**config.mk**
```make
export PLATFORM = sky130hd
export DESIGN_NAME = updn_ctr_dcnto_mode_flat
export DESIGN_NICKNAME = d
export VERILOG_FILES = /design/src/rtl/updn_ctr_dcnto_mode_pkg.sv /design/src/rtl/updn_ctr_dcnto_mode_if.sv /design/src/rtl/updn_ctr_dcnto_mode_step.sv /design/src/rtl/updn_ctr_dcnto_mode.sv /design/src/flat_wrapper.sv
export SDC_FILE = /design/constraint.sdc
export NUM_CORES = 1
export LEC_CHECK = 0
export ABC_AREA = 1
export CORE_MARGIN = 2
export CORE_UTILIZATION = 50
export DETAILED_ROUTE_END_ITERATION = 10
export DONT_BUFFER_PORTS = 1
export PLACE_DENSITY = 0.69
export SLEW_MARGIN = 25
export SYNTH_ARGS = -nofsm -noshare
export SYNTH_HDL_FRONTEND = slang
export SYNTH_HIERARCHICAL = 1
export SYNTH_SLANG_ARGS = --single-unit
```
**constraint.sdc**
```tcl
create_clock -name clk -period 4.6 [get_ports clk]
set_input_delay 0.69 -clock clk [delete_from_list [all_inputs] [get_ports clk]]
set_output_delay 0.69 -clock clk [all_outputs]
set_load 0.02 [all_outputs]
```
**src/rtl/updn_ctr_dcnto_mode_pkg.sv**
```systemverilog
// Shared types and constants for the up/down count-to counter with run modes.
package updn_ctr_dcnto_mode_pkg;

    typedef enum logic [1:0] {
        MODE_WRAP   = 2'b00,
        MODE_STOP   = 2'b01,
        MODE_RELOAD = 2'b10,
        MODE_BOUNCE = 2'b11
    } mode_e;

    localparam logic DIR_UP = 1'b1;
    localparam logic DIR_DN = 1'b0;

endpackage

```
**src/rtl/updn_ctr_dcnto_mode_if.sv**
```systemverilog
// Control/status bundle of the mode counter; master drives controls, slave is the counter.
interface updn_ctr_dcnto_mode_if #(
    parameter int unsigned WIDTH = 4
);
    import updn_ctr_dcnto_mode_pkg::*;

    logic             load;
    logic             cen;
    logic             up_dn;
    mode_e            mode;
    logic [WIDTH-1:0] data;
    logic [WIDTH-1:0] count_to;
    logic [WIDTH-1:0] count;
    logic             tercnt;
    logic             tc_pulse;
    logic             wrap;
    logic             dir;
    logic             halted;

    modport master (
        output load, cen, up_dn, mode, data, count_to,
        input  count, tercnt, tc_pulse, wrap, dir, halted
    );

    modport slave (
        input  load, cen, up_dn, mode, data, count_to,
        output count, tercnt, tc_pulse, wrap, dir, halted
    );

endinterface

```
**src/rtl/updn_ctr_dcnto_mode_step.sv**
```systemverilog
// Combinational count +/- STEP modulo 2**WIDTH; carry flags overflow or underflow.
module updn_ctr_dcnto_mode_step #(
    parameter int unsigned WIDTH = 4,
    parameter int unsigned STEP  = 1
) (
    input  logic [WIDTH-1:0] cur,
    input  logic             up,
    output logic [WIDTH-1:0] nxt,
    output logic             carry
);
    localparam logic [WIDTH:0] STEP_X = {1'b0, WIDTH'(STEP)};

    logic [WIDTH:0] sum;

    // Extra MSB captures carry on add and borrow on subtract.
    always_comb begin
        sum = up ? ({1'b0, cur} + STEP_X) : ({1'b0, cur} - STEP_X);
    end

    assign nxt   = sum[WIDTH-1:0];
    assign carry = sum[WIDTH];

endmodule

```
**src/rtl/updn_ctr_dcnto_mode.sv**
```systemverilog
// Up/down counter with live count-to compare and WRAP/STOP/RELOAD/BOUNCE run modes.
module updn_ctr_dcnto_mode
    import updn_ctr_dcnto_mode_pkg::*;
#(
    parameter int unsigned WIDTH = 4,
    parameter int unsigned STEP  = 1
) (
    input  logic                  clk,
    input  logic                  reset,
    updn_ctr_dcnto_mode_if.slave  bus
);
    logic [WIDTH-1:0] count_q, count_d;
    logic             dir_q, dir_d;
    logic             halted_q, halted_d;
    logic             tc_q, tc_d;
    logic             wrap_q, wrap_d;

    logic             match;
    logic             step_up;
    logic [WIDTH-1:0] step_val;
    logic             step_carry;

    assign match = (count_q == bus.count_to);

    // BOUNCE steers by the stored direction and reverses at the bounds.
    always_comb begin
        step_up = bus.up_dn;
        if (bus.mode == MODE_BOUNCE) begin
            if (dir_q && match)                   step_up = DIR_DN;
            else if (!dir_q && count_q == bus.data) step_up = DIR_UP;
            else                                  step_up = dir_q;
        end
    end

    updn_ctr_dcnto_mode_step #(
        .WIDTH (WIDTH),
        .STEP  (STEP)
    ) u_step (
        .cur   (count_q),
        .up    (step_up),
        .nxt   (step_val),
        .carry (step_carry)
    );

    always_comb begin
        count_d  = count_q;
        dir_d    = dir_q;
        halted_d = halted_q;
        tc_d     = 1'b0;
        wrap_d   = 1'b0;
        if (!bus.load) begin
            count_d  = bus.data;
            dir_d    = bus.up_dn;
            halted_d = 1'b0;
        end else if (bus.cen && !halted_q) begin
            // Plain step first; mode-specific target handling overrides it.
            count_d = step_val;
            wrap_d  = step_carry;
            dir_d   = step_up;
            tc_d    = match;
            case (bus.mode)
                MODE_STOP: begin
                    if (match) begin
                        count_d  = count_q;
                        wrap_d   = 1'b0;
                        halted_d = 1'b1;
                    end
                end
                MODE_RELOAD: begin
                    if (match) begin
                        count_d = bus.data;
                        wrap_d  = 1'b0;
                    end
                end
                MODE_BOUNCE: begin
                    // Degenerate range: park on the single value.
                    if (match && bus.data == bus.count_to) begin
                        count_d = count_q;
                        wrap_d  = 1'b0;
                        dir_d   = dir_q;
                    end
                end
                MODE_WRAP: begin
                end
            endcase
        end
    end

    always_ff @(posedge clk or posedge reset) begin
        if (reset) begin
            count_q  <= '0;
            dir_q    <= DIR_UP;
            halted_q <= 1'b0;
            tc_q     <= 1'b0;
            wrap_q   <= 1'b0;
        end else begin
            count_q  <= count_d;
            dir_q    <= dir_d;
            halted_q <= halted_d;
            tc_q     <= tc_d;
            wrap_q   <= wrap_d;
        end
    end

    assign bus.count    = count_q;
    assign bus.tercnt   = match;
    assign bus.tc_pulse = tc_q;
    assign bus.wrap     = wrap_q;
    assign bus.dir      = dir_q;
    assign bus.halted   = halted_q;

endmodule

```
**src/flat_wrapper.sv**
```systemverilog
// flat-port wrapper written by rule: the top's interface ports become plain ports
module updn_ctr_dcnto_mode_flat import updn_ctr_dcnto_mode_pkg::*;
#(
    parameter int unsigned WIDTH = 4,
    parameter int unsigned STEP  = 1
)
  (clk, reset, bus_load, bus_cen, bus_up_dn, bus_mode, bus_data, bus_count_to, bus_count, bus_tercnt, bus_tc_pulse, bus_wrap, bus_dir, bus_halted);
  updn_ctr_dcnto_mode_if #(.WIDTH(WIDTH)) bus_i ();
  input  logic clk;
  input  logic reset;
  input wire logic [$bits(bus_i.load)-1:0] bus_load;
  input wire logic [$bits(bus_i.cen)-1:0] bus_cen;
  input wire logic [$bits(bus_i.up_dn)-1:0] bus_up_dn;
  input wire logic [$bits(bus_i.mode)-1:0] bus_mode;
  input wire logic [$bits(bus_i.data)-1:0] bus_data;
  input wire logic [$bits(bus_i.count_to)-1:0] bus_count_to;
  output wire logic [$bits(bus_i.count)-1:0] bus_count;
  output wire logic [$bits(bus_i.tercnt)-1:0] bus_tercnt;
  output wire logic [$bits(bus_i.tc_pulse)-1:0] bus_tc_pulse;
  output wire logic [$bits(bus_i.wrap)-1:0] bus_wrap;
  output wire logic [$bits(bus_i.dir)-1:0] bus_dir;
  output wire logic [$bits(bus_i.halted)-1:0] bus_halted;
  assign bus_i.load = bus_load;
  assign bus_i.cen = bus_cen;
  assign bus_i.up_dn = bus_up_dn;
  assign bus_i.mode = bus_mode;
  assign bus_i.data = bus_data;
  assign bus_i.count_to = bus_count_to;
  assign bus_count = bus_i.count;
  assign bus_tercnt = bus_i.tercnt;
  assign bus_tc_pulse = bus_i.tc_pulse;
  assign bus_wrap = bus_i.wrap;
  assign bus_dir = bus_i.dir;
  assign bus_halted = bus_i.halted;
  updn_ctr_dcnto_mode #(.WIDTH(WIDTH), .STEP(STEP)) u_core (.clk(clk), .reset(reset), .bus(bus_i));
endmodule
```
==> impl_metrics.yaml, run 1 <==
pwr:
  p_leak_nw: 0.579
  switching_share: 0.472
  p_sw_w: 0.000170
  pwr-share-clk: 0.160
  p_comb_frac: 0.498
  peakVddDrop_mv: 0.212
  seqPwrFrac: 0.342
  total_power_w: 0.000360
  p_int_w: 0.000190
  p_per_area_nw_per_um2: 345
drt:
  drt_iter0_markers: 22
  wl_per_cell_um: 11.7
  drc: 0
  vias_per_cell: 4.89
  vias: 900
  drt-pass1-iter-count: 5
  drt_wl_total_um: 2150
  antenna_left: 0
setup_path:
  crit_fanout: 10
  worstPathRequired_ps: 4760
  critPathTopFamily: "simple AND/OR/NAND/NOR gates"
  cpMostUsedCell: "nand2_1"
  cp-end-kind: "flop"
  cp_cell_sequence: "inv_1 -> nand2_1 -> nand2_1 -> nor2_2 -> nand2_2 -> nand2_1 -> nand2_1 -> nand2_1 -> nand2_1 -> inv_1 -> ha_1 -> a21oi_1 -> nand3_1 -> nand2_1 -> nand3_1 -> a21oi_1"
  rr_worst_depth: 16
  slowest_stage: "dfrtp_1"
  cp_num_cells: 16
  worstSetupPathType: "flop to flop"
  cp_num_buf_inv: 2
  critPathMaxStageDelay_ps: 650
  startpoint_type: "flop"
  crit_arrival_ps: 2750
timing:
  period_minus_slack_ps: 2590
  slew_headroom: 0.673
  hold_viol: 0
  finalSetupViolCount: 0
  fin_skew_ps: 13.5
  fin_crit_sh: 0.563
  tightestPinTransition_ps: 490
  grt_setup_unrepaired: "false"
  max_freq_mhz: 386
  drv_slew: 0
  fin_tns_setup_ps: 0
die:
  fp.dieArea_um2: 2350
  std_cell_rows: 16
  start_util: 0.514
  die_w_um: 48.5
  pin_count: 24
  die_h_um: 48.5
  core_um2: 1920
layout:
  drive_gt1_frac: 0.127
  seq_area_um2: 201
  synthToLayoutAreaGrowth_pct: 5.57
  fillers: 216
  diodes: 0
  multi_input_area_um2: 679
  fin_nets: 181
yosys:
  netlist_instances: 154
  synth-edff-count: 0
  synth_seq_cells: 8
  synth-adder-area-share: 0.109
  synth_mux_area_frac: 0
  netlist_area_um2: 988
  synth_nets: 177
  synth_top_area_frac: 0.209
  synthSimpleGateAreaFrac: 0.448
  synth_common_cells: "nand2_1, inv_1, nand3_1"
  synthFlopType: "dfrtp_1"
  synth.avg_cell_area_um2: 6.42
  yosysMostFrequentCell: "nand2_1"
  ys_async_sr_fraction: 1.00
  synth_area_leaders: "nand2_1, dfrtp_1, inv_1, ha_1, xnor2_1"
  synthXorXnorAreaFrac: 0.0620
  synth_area_leader_cell: "nand2_1"
  yosysWarningCount: 6
  synthDistinctLibCells: 25
  synth_compound_area_frac: 0.0684
  synth_top_family_by_area: "simple AND/OR/NAND/NOR gates"
  ys_seq_area_frac: 0.204
placement:
  gp_congestion: 0.858
  port_buffers: 0
  place_hpwl_um: 1760
grt:
  grt_usage: 0.199
  grt_overflow: 0
  grt_pass1_wl_um: 3620
  grt_pass1_vias: 868
  antenna_found_initial: 0
  grt_max_degree: 12
cts:
  clk_latency_ps: 260
  ctsHtreeMaxLevel: 1
  cts_setup_buffers: 0
  clock_path_buffers: 2
  cts_buffers: 3
  cts_resized: 0
  cts_sinks: 8
  clk_pin_slew_ps: 60
  cts_hold_buf: 0
  cts_root_buffer: "clkbuf_4"
  cts_tree: "done"
flow_run:
  timing.max_cap.violations: 0
worst_hold_path:
  min_path_type: "input pin to async pin"
run_status:
  outcome: "completed"
-- layout make-up --
class                   count  area share
inverters                  27      0.0983
clock buffers               4      0.0252
flip-flops and latches      8       0.193
multi-input cells         118       0.651
well taps                  27      0.0324
-- cell usage in the layout (no fill, tap or decap) --
| cell type | n |
|---|---|
| o21ai_1 | 5 |
| nor3_2 | 1 |
| nor2_1 | 7 |
| ha_1 | 7 |
| dfrtp_1 | 7 |
| nand3_1 | 9 |
| a21oi_1 | 5 |
| o21bai_1 | 1 |
| nand2_1 | 55 |
| dfstp_2 | 1 |
| or2_2 | 1 |
| nand2_4 | 1 |
| clkinv_2 | 1 |
| inv_1 | 26 |
| xor2_1 | 1 |
| nand3_4 | 1 |
| nand3b_1 | 4 |
| nor2_2 | 2 |
| clkbuf_4 | 3 |
| fa_1 | 1 |
| xnor2_1 | 6 |
| nand3_2 | 3 |
| nand2_2 | 4 |
| clkbuf_1 | 1 |
| nor2_4 | 2 |
| o21ai_0 | 2 |
-- per-stage QoR --
stage	hold WS, ps	utilization	cell area (um2)	worst slack, ps	std cells
floorplan	505	-	988	2250	154
global placement	533	0.529	1020	2100	180
detailed placement	542	0.529	1020	2000	180
CTS	255	0.543	1040	1990	184
global route	282	0.543	1040	1740	184
finish	260	0.543	1040	2010	184
-- final timing paths --
check                               startpoint                  end  slack (ps)
max in group asynchronous                reset       u_core/bus.dir        4040
setup reg to reg           u_core/bus.count[0]      u_core/bus.wrap        2010
hold reg to reg                 u_core/bus.dir       u_core/bus.dir         630
min in group clk                      bus_load      u_core/bus.wrap         600
setup / recovery           u_core/bus.count[0]      u_core/bus.wrap        2010
hold / removal                           reset  u_core/bus.count[1]         260
-- state kept, by name, indices dropped and copies added, names as in the netlist --
register	cells
u_core/bus.count	4
u_core/bus.dir	1
u_core/bus.halted	1
u_core/bus.tc_pulse	1
u_core/bus.wrap	1
-- worst register-to-register path, cell delays in order (launching register included) --
cell	delay, ps
dfrtp_1	650
inv_1	140
nand2_1	80
nand2_1	60
nor2_2	150
nand2_2	90
nand2_1	60
nand2_1	50
nand2_1	50
nand2_1	80
inv_1	160
ha_1	310
a21oi_1	180
nand3_1	100
nand2_1	90
nand3_1	80
a21oi_1	160
-- logic make-up after synthesis --
family,after synthesis
compound gates,13
buf+inv,28
flops,8
xor+xnor,7
simple gates,90
fa+ha+maj,8
-- power groups by stage --
| stage | clock [W] | sequential (W) | combinational [W] |
|---|---|---|---|
| 2_1_floorplan | 0 | 0.000116 | 0.000151 |
| 3_3_place_gp | 0 | 0.000125 | 0.000173 |
| 3_5_place_dp | 0 | 0.000126 | 0.000179 |
| 4_1_cts | 0.0000621 | 0.000124 | 0.000180 |
| 5_1_grt | 0.0000632 | 0.000126 | 0.000208 |
| 6_report | 0.0000576 | 0.000123 | 0.000179 |
-- layer usage --
layer | up-vias | share of wire | track usage | wire length [um]
met1 | 398 | 0.42 | 0.245 | 898
met4 | 0 | 0 | 0.0857 | 0
met3 | 0 | 0.049 | 0.0216 | 106
met5 | - | 0 | 0 | 0
li1 | 479 | - | - | -
met2 | 23 | 0.53 | 0.352 | 1150
Power figures use the tool's default switching activity.
==> run 2, diff against run 1 <==
==> constraint.sdc (replaced) <==
create_clock -name clk -period 2.5 [get_ports clk]
set_input_delay 0.375 -clock clk [delete_from_list [all_inputs] [get_ports clk]]
set_output_delay 0.375 -clock clk [all_outputs]
set_load 0.02 [all_outputs]
==> impl_metrics.yaml, run 2 (synthesis results as in run 1) <==
timing:
  slew_headroom: 0.792
  worst_slack_ps: 219
  tightestPinTransition_ps: 312
  grt_setup_unrepaired: "false"
  period_minus_slack_ps: 2280
  finalSetupViolCount: 0
  fin_tns_setup_ps: 0
  hold_viol: 0
  fin_crit_sh: 0.912
  drv_slew: 0
  fin_skew_ps: 9.63
  max_freq_mhz: 438
die:
  std_cell_rows: 16
  core_um2: 1920
  pin_count: 24
  die_h_um: 48.5
  die_w_um: 48.5
  start_util: 0.514
  fp.dieArea_um2: 2350
setup_path:
  worstPathRequired_ps: 2660
  cp_cell_sequence: "inv_1 -> nand2_1 -> nand2_2 -> nor2_2 -> nand2_2 -> nand2_1 -> nand2_1 -> nand2_1 -> nand2_1 -> inv_1 -> ha_1 -> nand2_1 -> nand2_1 -> nand3_1 -> nand2_1 -> nand3_1 -> a21oi_1"
  crit_fanout: 6
  cp-startpoint: "u_core/bus.count[2]"
  cpMostUsedCell: "nand2_1"
  critPathTopFamily: "simple AND/OR/NAND/NOR gates"
  startpoint_type: "flop"
  cp_num_buf_inv: 2
  cp-end-kind: "flop"
  critPathMaxStageDelay_ps: 450
  reg2reg_to: "u_core/bus.wrap"
  timing.rr.start: "u_core/bus.count[2]"
  rr_worst_depth: 17
  r2r_slack_ps: 220
  crit_arrival_ps: 2440
  cp_num_cells: 17
  slowest_stage: "dfrtp_2"
  worstSetupPathType: "flop to flop"
layout:
  largest_register_ffs: 4
  mostFrequentLayoutCells: "nand2_1, inv_1, nand3_1, nor2_1, ha_1"
  diodes: 0
  synthToLayoutAreaGrowth_pct: 9.87
  final_cell_area_um2: 1090
  mostFrequentLayoutCell: "nand2_1"
  fin_nets: 186
  drive_gt1_frac: 0.160
grt:
  grt_overflow: 0
  grt_pass1_vias: 935
  grt_max_degree: 12
  grt_usage: 0.201
  grt_pass1_wl_um: 3760
  antenna_found_initial: 0
pwr:
  pwr-share-clk: 0.153
  p_int_w: 0.000374
  p_sw_w: 0.000310
  total_power_w: 0.000684
  peakVddDrop_mv: 0.330
  seqPwrFrac: 0.286
  p_leak_nw: 0.600
  switching_share: 0.454
  p_comb_frac: 0.562
  p_per_area_nw_per_um2: 630
drt:
  drt_iter0_markers: 22
  wl_per_cell_um: 11.3
  antenna_left: 0
  drt-pass1-iter-count: 4
  vias: 922
  vias_per_cell: 4.88
  drc: 0
  drt_wl_total_um: 2130
placement:
  port_buffers: 0
  placed_area_um2: 1050
  place_hpwl_um: 1800
  gp_congestion: 0.751
  place_ws_ps: 202
cts:
  cts_root_buffer: "clkbuf_4"
  cts_tree: "done"
  clk_pin_slew_ps: 60
  cts_buffers: 3
  ctsHtreeMaxLevel: 1
  clock_path_buffers: 2
  clk_latency_ps: 250
  cts_sinks: 8
worst_hold_path:
  worstHoldPathCells: 2
  hold_end: "u_core/bus.wrap"
  min_from: "bus_load"
  min_path_type: "input pin to flop"
run_status:
  outcome: "completed"
flow_run:
  timing.max_cap.violations: 0
-- run 2: repair_timing --
item                                    CTS  global route
hold buffers                              1             0
endpoints found under the hold margin     7             0
buffers inserted                          0             0
endpoints found under the setup margin    0             2
resized for setup                         0             2
-- run 2: per-stage QoR --
stage	hold slack [ps]	cells	utilization
3_5_place_dp	232	184	0.545
2_1_floorplan	190	154	-
5_1_grt	289	189	0.565
4_1_cts	283	189	0.564
3_3_place_gp	226	184	0.545
6_report	295	189	0.565
-- run 2: power groups by stage --
| stage | sequential (W) | clock, W | combinational (W) |
|---|---|---|---|
| 2_1_floorplan | 0.000214 | 0 | 0.000278 |
| 3_5_place_dp | 0.000195 | 0 | 0.000384 |
| 4_1_cts | 0.000193 | 0.000109 | 0.000386 |
| 3_3_place_gp | 0.000191 | 0 | 0.000371 |
| 5_1_grt | 0.000199 | 0.000117 | 0.000439 |
| 6_report | 0.000195 | 0.000104 | 0.000384 |
-- run 2: final cells by class --
| class | count | area (um2) |
|---|---|---|
| sequential | 8 | 204 |
| timing repair buffer | 5 | 40.0 |
| multi-input combinational | 118 | 679 |
| tap | 27 | 33.8 |
| clock buffer | 4 | 26.3 |
| fill | 221 | 836 |
| inverter | 27 | 103 |
-- run 2: worst max-delay path by stage --
stage	endpoint
detailed placement	u_core/bus.wrap
floorplan	u_core/bus.count[3]
global placement	u_core/bus.count[3]
global route	u_core/bus.wrap
CTS	u_core/bus.wrap
finish	u_core/bus.wrap
-- run 2: layer usage --
layer  GRT usage  part of all wire
met1       0.227              0.44
met2       0.375              0.51
met3      0.0370             0.048
met4      0.0714            0.0056
met5           0                 0
-- run 2: worst reg2reg max path: stages, from the launching register on --
cell	delay [ps]
dfrtp_2	450
inv_1	80
nand2_1	60
nand2_2	90
nor2_2	60
nand2_2	80
nand2_1	50
nand2_1	60
nand2_1	40
nand2_1	110
inv_1	120
ha_1	400
nand2_1	70
nand2_1	80
nand3_1	70
nand2_1	90
nand3_1	80
a21oi_1	170
